**src/rtl/mask_region_ctrl_if.sv**
```systemverilog
// Host configuration port of mask_region_ctrl: valid/ready write of one region
// entry, with an optional commit request sampled on the same beat.
interface mask_region_ctrl_if #(
  parameter int unsigned IW = 3
);
  logic          cfg_valid;
  logic          cfg_ready;
  logic [IW-1:0] cfg_idx;
  logic [9:0]    cfg_x0;
  logic [9:0]    cfg_x1;
  logic [9:0]    cfg_y0;
  logic [9:0]    cfg_y1;
  logic          cfg_on;
  logic          cfg_commit;

  modport master (
    output cfg_valid, cfg_idx, cfg_x0, cfg_x1, cfg_y0, cfg_y1, cfg_on, cfg_commit,
    input  cfg_ready
  );

  modport slave (
    input  cfg_valid, cfg_idx, cfg_x0, cfg_x1, cfg_y0, cfg_y1, cfg_on, cfg_commit,
    output cfg_ready
  );
endinterface

```
**src/rtl/mask_region_ctrl.sv**
```systemverilog
// Double-buffered rectangular mask generator with a 2-stage per-pixel pipeline.
// Optional macro MASK_HIT_IDX_EN builds the first-hit region index encoder.
module mask_region_ctrl #(
  parameter int unsigned NREG = 8,
  parameter int unsigned IW   = 3
) (
  input  logic                clk,
  input  logic                rst_n,
  input  logic [9:0]          tv_x,
  input  logic [9:0]          tv_y,
  input  logic                en,
  input  logic                frame_start,
  mask_region_ctrl_if.slave   cfg,
  output logic                mask,
  output logic [IW-1:0]       hit_idx,
  output logic                pending
);

  typedef struct packed {
    logic [9:0] x0;
    logic [9:0] x1;
    logic [9:0] y0;
    logic [9:0] y1;
    logic       on;
  } region_t;

  typedef enum logic [1:0] {StIdle, StPending, StSwap} state_e;

  state_e  state_q;
  logic    ready_q;
  logic    pending_q;
  region_t shadow_q [NREG];
  region_t active_q [NREG];

  logic [NREG-1:0] hit_vec;
  logic [NREG-1:0] hit_vec_q;
  logic            en_q;
  logic            mask_q;

  // Control FSM owns both banks; indices >= NREG match no entry and are dropped.
  always_ff @(posedge clk or negedge rst_n) begin
    if (!rst_n) begin
      state_q   <= StIdle;
      ready_q   <= 1'b1;
      pending_q <= 1'b0;
      for (int i = 0; i < NREG; i++) begin
        shadow_q[i] <= '0;
        active_q[i] <= '0;
      end
    end else begin
      unique case (state_q)
        StIdle: begin
          if (cfg.cfg_valid) begin
            for (int i = 0; i < NREG; i++) begin
              if (cfg.cfg_idx == IW'(i)) begin
                shadow_q[i] <= '{x0: cfg.cfg_x0, x1: cfg.cfg_x1, y0: cfg.cfg_y0,
                                 y1: cfg.cfg_y1, on: cfg.cfg_on};
              end
            end
            if (cfg.cfg_commit) begin
              state_q   <= StPending;
              ready_q   <= 1'b0;
              pending_q <= 1'b1;
            end
          end
        end
        StPending: begin
          if (frame_start) begin
            state_q <= StSwap;
          end
        end
        StSwap: begin
          for (int i = 0; i < NREG; i++) begin
            active_q[i] <= shadow_q[i];
          end
          state_q   <= StIdle;
          ready_q   <= 1'b1;
          pending_q <= 1'b0;
        end
        default: begin
          state_q   <= StIdle;
          ready_q   <= 1'b1;
          pending_q <= 1'b0;
        end
      endcase
    end
  end

  assign cfg.cfg_ready = ready_q;
  assign pending       = pending_q;

  // Inverted bounds (x0 > x1 or y0 > y1) fail the compare naturally.
  always_comb begin
    hit_vec = '0;
    for (int i = 0; i < NREG; i++) begin
      hit_vec[i] = active_q[i].on &&
                   (active_q[i].x0 <= tv_x) && (tv_x <= active_q[i].x1) &&
                   (active_q[i].y0 <= tv_y) && (tv_y <= active_q[i].y1);
    end
  end

  always_ff @(posedge clk or negedge rst_n) begin
    if (!rst_n) begin
      hit_vec_q <= '0;
      en_q      <= 1'b0;
      mask_q    <= 1'b0;
    end else begin
      hit_vec_q <= hit_vec;
      en_q      <= en;
      mask_q    <= en_q & (|hit_vec_q);
    end
  end

  assign mask = mask_q;

`ifdef MASK_HIT_IDX_EN
  logic [IW-1:0] hit_enc;
  logic [IW-1:0] hit_idx_q;

  // Descending scan so the lowest-numbered hit is assigned last and wins.
  always_comb begin
    hit_enc = '0;
    for (int i = NREG - 1; i >= 0; i--) begin
      if (hit_vec_q[i]) begin
        hit_enc = IW'(i);
      end
    end
  end

  always_ff @(posedge clk or negedge rst_n) begin
    if (!rst_n) begin
      hit_idx_q <= '0;
    end else begin
      hit_idx_q <= en_q ? hit_enc : '0;
    end
  end

  assign hit_idx = hit_idx_q;
`else
  assign hit_idx = '0;
`endif

endmodule

```
**src/flat_wrapper.sv**
```systemverilog
// flat-port wrapper written by rule: the top's interface ports become plain ports
module mask_region_ctrl_flat 
#(
  parameter int unsigned NREG = 8,
  parameter int unsigned IW   = 3
)
  (clk, rst_n, tv_x, tv_y, en, frame_start, mask, hit_idx, pending, cfg_cfg_valid, cfg_cfg_idx, cfg_cfg_x0, cfg_cfg_x1, cfg_cfg_y0, cfg_cfg_y1, cfg_cfg_on, cfg_cfg_commit, cfg_cfg_ready);
  mask_region_ctrl_if #(.IW(IW)) cfg_i ();
  input  logic clk;
  input  logic rst_n;
  input  logic [9:0] tv_x;
  input  logic [9:0] tv_y;
  input  logic en;
  input  logic frame_start;
  output logic mask;
  output logic [IW-1:0] hit_idx;
  output logic pending;
  input wire logic [$bits(cfg_i.cfg_valid)-1:0] cfg_cfg_valid;
  input wire logic [$bits(cfg_i.cfg_idx)-1:0] cfg_cfg_idx;
  input wire logic [$bits(cfg_i.cfg_x0)-1:0] cfg_cfg_x0;
  input wire logic [$bits(cfg_i.cfg_x1)-1:0] cfg_cfg_x1;
  input wire logic [$bits(cfg_i.cfg_y0)-1:0] cfg_cfg_y0;
  input wire logic [$bits(cfg_i.cfg_y1)-1:0] cfg_cfg_y1;
  input wire logic [$bits(cfg_i.cfg_on)-1:0] cfg_cfg_on;
  input wire logic [$bits(cfg_i.cfg_commit)-1:0] cfg_cfg_commit;
  output wire logic [$bits(cfg_i.cfg_ready)-1:0] cfg_cfg_ready;
  assign cfg_i.cfg_valid = cfg_cfg_valid;
  assign cfg_i.cfg_idx = cfg_cfg_idx;
  assign cfg_i.cfg_x0 = cfg_cfg_x0;
  assign cfg_i.cfg_x1 = cfg_cfg_x1;
  assign cfg_i.cfg_y0 = cfg_cfg_y0;
  assign cfg_i.cfg_y1 = cfg_cfg_y1;
  assign cfg_i.cfg_on = cfg_cfg_on;
  assign cfg_i.cfg_commit = cfg_cfg_commit;
  assign cfg_cfg_ready = cfg_i.cfg_ready;
  mask_region_ctrl #(.NREG(NREG), .IW(IW)) u_core (.clk(clk), .rst_n(rst_n), .tv_x(tv_x), .tv_y(tv_y), .en(en), .frame_start(frame_start), .cfg(cfg_i), .mask(mask), .hit_idx(hit_idx), .pending(pending));
endmodule
```
**config.mk**
```make
export PLATFORM = sky130hd
export DESIGN_NAME = mask_region_ctrl_flat
export DESIGN_NICKNAME = d
export VERILOG_FILES = /design/src/rtl/mask_region_ctrl_if.sv /design/src/rtl/mask_region_ctrl.sv /design/src/flat_wrapper.sv
export SDC_FILE = /design/constraint.sdc
export NUM_CORES = 1
export LEC_CHECK = 0
export CORE_UTILIZATION = 56
export CTS_CLUSTER_SIZE = 30
export DETAILED_ROUTE_END_ITERATION = 8
export GPL_TIMING_DRIVEN = 0
export PLACE_DENSITY = 0.73
export SKIP_CTS_REPAIR_TIMING = 1
export SLEW_MARGIN = 15
export SYNTH_ARGS = -nofsm -noshare
export SYNTH_HDL_FRONTEND = slang
export SYNTH_SLANG_ARGS = --single-unit
```
**constraint.sdc**
```tcl
create_clock -name clk -period 1.9 [get_ports clk]
set_input_delay 0.285 -clock clk [delete_from_list [all_inputs] [get_ports clk]]
set_output_delay 0.285 -clock clk [all_outputs]
set_load 0.02 [all_outputs]
```
# == Word-level counts from Yosys, hierarchy flattened ==
# Cells that the tools add are included.
# totals
in_bits,70
latch_bits,0
romBits,0
out_inout_bits,6
register_bits,670
memories,0
ram_bits,0
# op_classes
n_bitwise,2
n_div,0
n_mul,0
shift,0
mux,10
n_lt_le_gt_ge,32
eq_ne,12
add_sub_neg,0
reduce_logical,45
# op_table
operator,count
$le A10 B10 Y1,32
$logic_and A1 B1 Y1,32
$reduce_and A3 Y1,10
$eq A3 B3 Y1 const B,4
$reduce_or A8 Y1,1
$eq A3 B2 Y1 const B,2
$mux W2,3
$ne A2 B2 Y1 const B,3
$mux W1,4
$pmux W1 S2,2
$pmux W2 S2,1
$eq A3 B1 Y1 const B,1
$logic_not A3 Y1,1
$eq A2 B1 Y1 const B,1
$eq A2 B2 Y1 const B,1
$logic_not A2 Y1,1
$and A1 B1 Y1,1
$not A1 Y1,1

# == Logic depth before layout (Yosys ltp) ==
# logic_depth
word_depth,5
mapped_depth,7
ltp_nobuf,7

# == Worst setup path after synthesis ==
# No wires, ideal clock.
# synth_path
kind,input port to flip-flop
start,input port tv_x[5]
end,register u_core.hit_vec_q[4]
t_arrival_ns,1.723
setup_ns,0.125
t_required_ns,1.775
slack_ns,0.052
cell_stages,7
cell_sequence,inv_1 > ha_1 > a21oi_1 > o21ai_0 > a2111oi_0 > o22ai_1 > a2111oi_0
# synth_via
elab_chain_cells,5
word_cells_on_any_way,6
classes_between,order compare (2); reduce/logical (4)
# synth_rtl
item,line,source
start: declaration,flat_wrapper.sv:11,input logic [9:0] tv_x;
$le A10 B10 Y1,mask_region_ctrl.sv:97,(active_q[i].x0 <= tv_x) && (tv_x <= active_q[i].x1) &&
$logic_and A1 B1 Y1,mask_region_ctrl.sv:96,hit_vec[i] = active_q[i].on &&
$logic_and A1 B1 Y1 * (2 in series),mask_region_ctrl.sv:97,
$logic_and A1 B1 Y1 *,mask_region_ctrl.sv:98,(active_q[i].y0 <= tv_y) && (tv_y <= active_q[i].y1);
net u_core.hit_vec[4],mask_region_ctrl.sv:35,logic [NREG-1:0] hit_vec;
end signal: assignment,mask_region_ctrl.sv:108,hit_vec_q <= hit_vec;
end: declaration,mask_region_ctrl.sv:36,logic [NREG-1:0] hit_vec_q;
# Mark *: on every way through the listed nets, which the timed path passes. The rest lies on a longest branch.
# A chain may end at the register's enable or synchronous reset.

# == Worst setup path in the final report ==
# layout_path
start,input port tv_x[2]
end,register u_core.hit_vec_q[5]
# Same word-level chain as after synthesis.

==> results.sh <==
export IMPL_status="complete, but fails checks"
export IMPL_violations="negative hold slack, negative setup slack"
export IMPL_vias=22161
export IMPL_synth_seq_cells=670
export IMPL_total_power_mw=54.8
export IMPL_path_cells="buf_2 > clkinvlp_4 > buf_4 > buf_4 > ha_1 > nand4_1 > a211oi_1 > a2111oi_2 > a31oi_2 > nor4_2"
export IMPL_die_h_um=241
export IMPL_hold_viol=97
export IMPL_dp_cells=3442
export IMPL_crit_family="buffers and inverters"
export IMPL_synthCells=2605
export IMPL_placed_area_sq_mm=0.0339
export IMPL_vias_per_cell=6.12
export IMPL_fillers=3879
export IMPL_max_stage_delay_ns=0.39
export IMPL_path_class="in -> reg"
export IMPL_vdd_drop_max_mv=0.889
export IMPL_final_setup_viol_count=33
export IMPL_clockBufferDepth=3
export IMPL_hp_class="in -> async"
export IMPL_finClkSkew_ns=0.0196
export IMPL_layout_common_cells="dfrtp_1, mux2_2, ha_1"
export IMPL_ys_types=49
export IMPL_fin_cells=3623
export IMPL_cts_max_level=3
export IMPL_cp_data_required_time_ns=2.40
export IMPL_cts_tree="done"
export IMPL_finalWirelength_um=91700
export IMPL_fin_hold_ws_ns=-0.336
export IMPL_place_congestion=0.894
export IMPL_tightest_slew_ns=1.20
export IMPL_die_area_sq_mm=0.0582
export IMPL_rsz0062_at_grt="true"
export IMPL_synth_edf_count=0
export IMPL_fin_area_sq_mm=0.0380
export IMPL_port_buffer_count=72
export IMPL_rows=87
export IMPL_slew_limit_headroom_pct=19.3
export IMPL_root_buffer="clkbuf_16"
export IMPL_drtIter0Drc=1688
export IMPL_num_antenna_cells=0
export IMPL_p_per_area_mw_per_mm2=1440
export IMPL_crit_path_frequent_cell="buf_4"
export IMPL_cts_buffers=70
export IMPL_fmax_mhz=494
export IMPL_fin_crit_sh_pct=107
export IMPL_finalCriticalPeriod_ns=2.03
export IMPL_clkSinkCount=670
export IMPL_arrival_ns=2.52
export IMPL_grt_pass1_vias=22533
export IMPL_yosys_warnings=0
export IMPL_grt_max_degree=112
export IMPL_layout_nets=3208
export IMPL_initial_core_util_pct=56.8
export IMPL_gr_total_overflow=0
export IMPL_drive_gt1_share_pct=31.5
export IMPL_end_kind="flip-flop"
export IMPL_ant_nets=0
export IMPL_setup_worst_path_start_class="primary input"
export IMPL_syn_to_final_growth_pct=18.5
export IMPL_drcViolationCount=0
export IMPL_wl_per_cell_um=25.3
export IMPL_io_pins=76
export IMPL_dpl_hpwl_um=61400
export IMPL_path_max_fanout=9
export IMPL_die_x_um=241
export IMPL_grt_first_pass_wirelength_um=134000
export IMPL_final_max_slew_viol_count=0
export IMPL_ys_seq_area_share_pct=52.3
export IMPL_synth_ff_type="dfrtp_1"
export IMPL_dr_pass1_iters=5
export IMPL_syn_area_per_cell_sq_um=12.3
export IMPL_path_clk_slew_ns=0.06
export IMPL_grt_antenna_before_repair=3
export IMPL_netlist_area_sq_mm=0.0321
export IMPL_p_leak_nw=17.3
export IMPL_mostFrequentLayoutCell="dfrtp_1"
export IMPL_fin_ws_ns=-0.125
export IMPL_slowest_stage="a2111oi_2"
export IMPL_async_reset_ff_share_pct=100
export IMPL_grt_usage_pct=31.3
export IMPL_crit_buf_inv=4
export IMPL_maxCapViolCount=0
export IMPL_clk_latency_ns=0.62
export IMPL_core_area_sq_mm=0.0565
per-stage QoR:
stage	worst slack (ns)	hold WS (ns)	util, %	setup TNS, ns
floorplan	0.0520	-0.0106	-	0
global placement	-28.02	0.455	59.7	-
detailed placement	-2.23	0.327	60.1	-260.67
CTS	-1.62	-0.320	64.2	-105.20
global route	-0.175	-0.287	67.2	-2.54
finish	-0.125	-0.336	67.2	-1.03
registers in the layout, indices dropped and copies added (netlist names):
register	flops
u_core.cfg.cfg_ready	1
u_core.state_q	2
u_core.mask	1
u_core.shadow_q	328
u_core.active_q	328
u_core.en_q	1
u_core.hit_vec_q	8
u_core.pending	1
synth_stat cells, types with 2 or more instances:
cell / number / area [sq um]
o211ai_1: 12 / 90.1
nand4_1: 52 / 325
o32a_1: 6 / 60.1
a21o_1: 24 / 180
buf_6: 12 / 135
nand2_1: 202 / 758
a211oi_1: 45 / 338
ha_1: 320 / 4000
a21oi_1: 73 / 365
nor3_1: 11 / 55.1
mux2_2: 489 / 5510
buf_2: 41 / 205
o221ai_1: 4 / 35.0
a2111oi_0: 15 / 131
nor2_1: 41 / 154
nor4_1: 3 / 18.8
o41a_1: 2 / 22.5
inv_1: 214 / 803
and3_1: 4 / 25.0
buf_4: 23 / 173
dfrtp_1: 669 / 16700
nand3_1: 32 / 160
nand2b_1: 15 / 93.8
a21boi_0: 6 / 45.0
o21a_1: 6 / 45.0
o21ai_0: 188 / 941
o21ai_1: 23 / 115
clkbuf_1: 16 / 60.1
mux2_1: 4 / 45.0
nor3b_1: 3 / 22.5
a31oi_1: 6 / 37.5
and4_1: 9 / 78.8
o22ai_1: 3 / 18.8
nor2b_1: 17 / 106
kinds of logic after synthesis:
kind of cell	after synthesis	synth area share [%]
simple gates	395	5.86
buf+inv	306	4.29
compound gates	420	7.76
flops	670	52.3
fa+ha+maj	320	12.5
mux	493	17.3
other cells	1	0.0117
final cells by class:
| type | count | area (sq um) | area share [%] |
|---|---|---|---|
| Buffer | 92 | 766 | 2.02 |
| Clock inverter | 22 | 294 | 0.774 |
| Tap cell | 756 | 946 | 2.49 |
| Multi-Input combinational cell | 1631 | 14900 | 39.1 |
| Clock buffer | 99 | 2040 | 5.38 |
| Sequential cell | 670 | 16800 | 44.1 |
| Timing Repair Buffer | 139 | 1450 | 3.80 |
| Inverter | 214 | 875 | 2.30 |
worst paths after layout:
check                           slack (ns)  cells past startpoint              endpoint                 from
worst max-delay path                 -0.13                     10   u_core.hit_vec_q[5]              tv_x[2]
worst min-delay path                 -0.34                      2   u_core.active_q[65]                rst_n
worst max register to register       -0.11                      6   u_core.hit_vec_q[6]  u_core.active_q[81]
worst min register to register        0.48                      2   u_core.active_q[44]  u_core.shadow_q[44]
max in group asynchronous             0.50                      5  u_core.active_q[219]                rst_n
min in group clk                      0.11                      1           u_core.en_q                   en
layer usage:
layer  GRT usage (%)  part of all wire [%]
met1            40.8                    41
met2            51.0                    48
met3            5.54                   6.5
met4            14.3                   4.7
met5               0                 0.012
power by group:
part           leakage (nW)  internal, mW  switching [mW]
Clock                  1.14          8.33            5.81
Sequential             8.26          20.0            2.92
Combinational          7.86          8.46            9.30
Power figures use the tool's default switching activity.
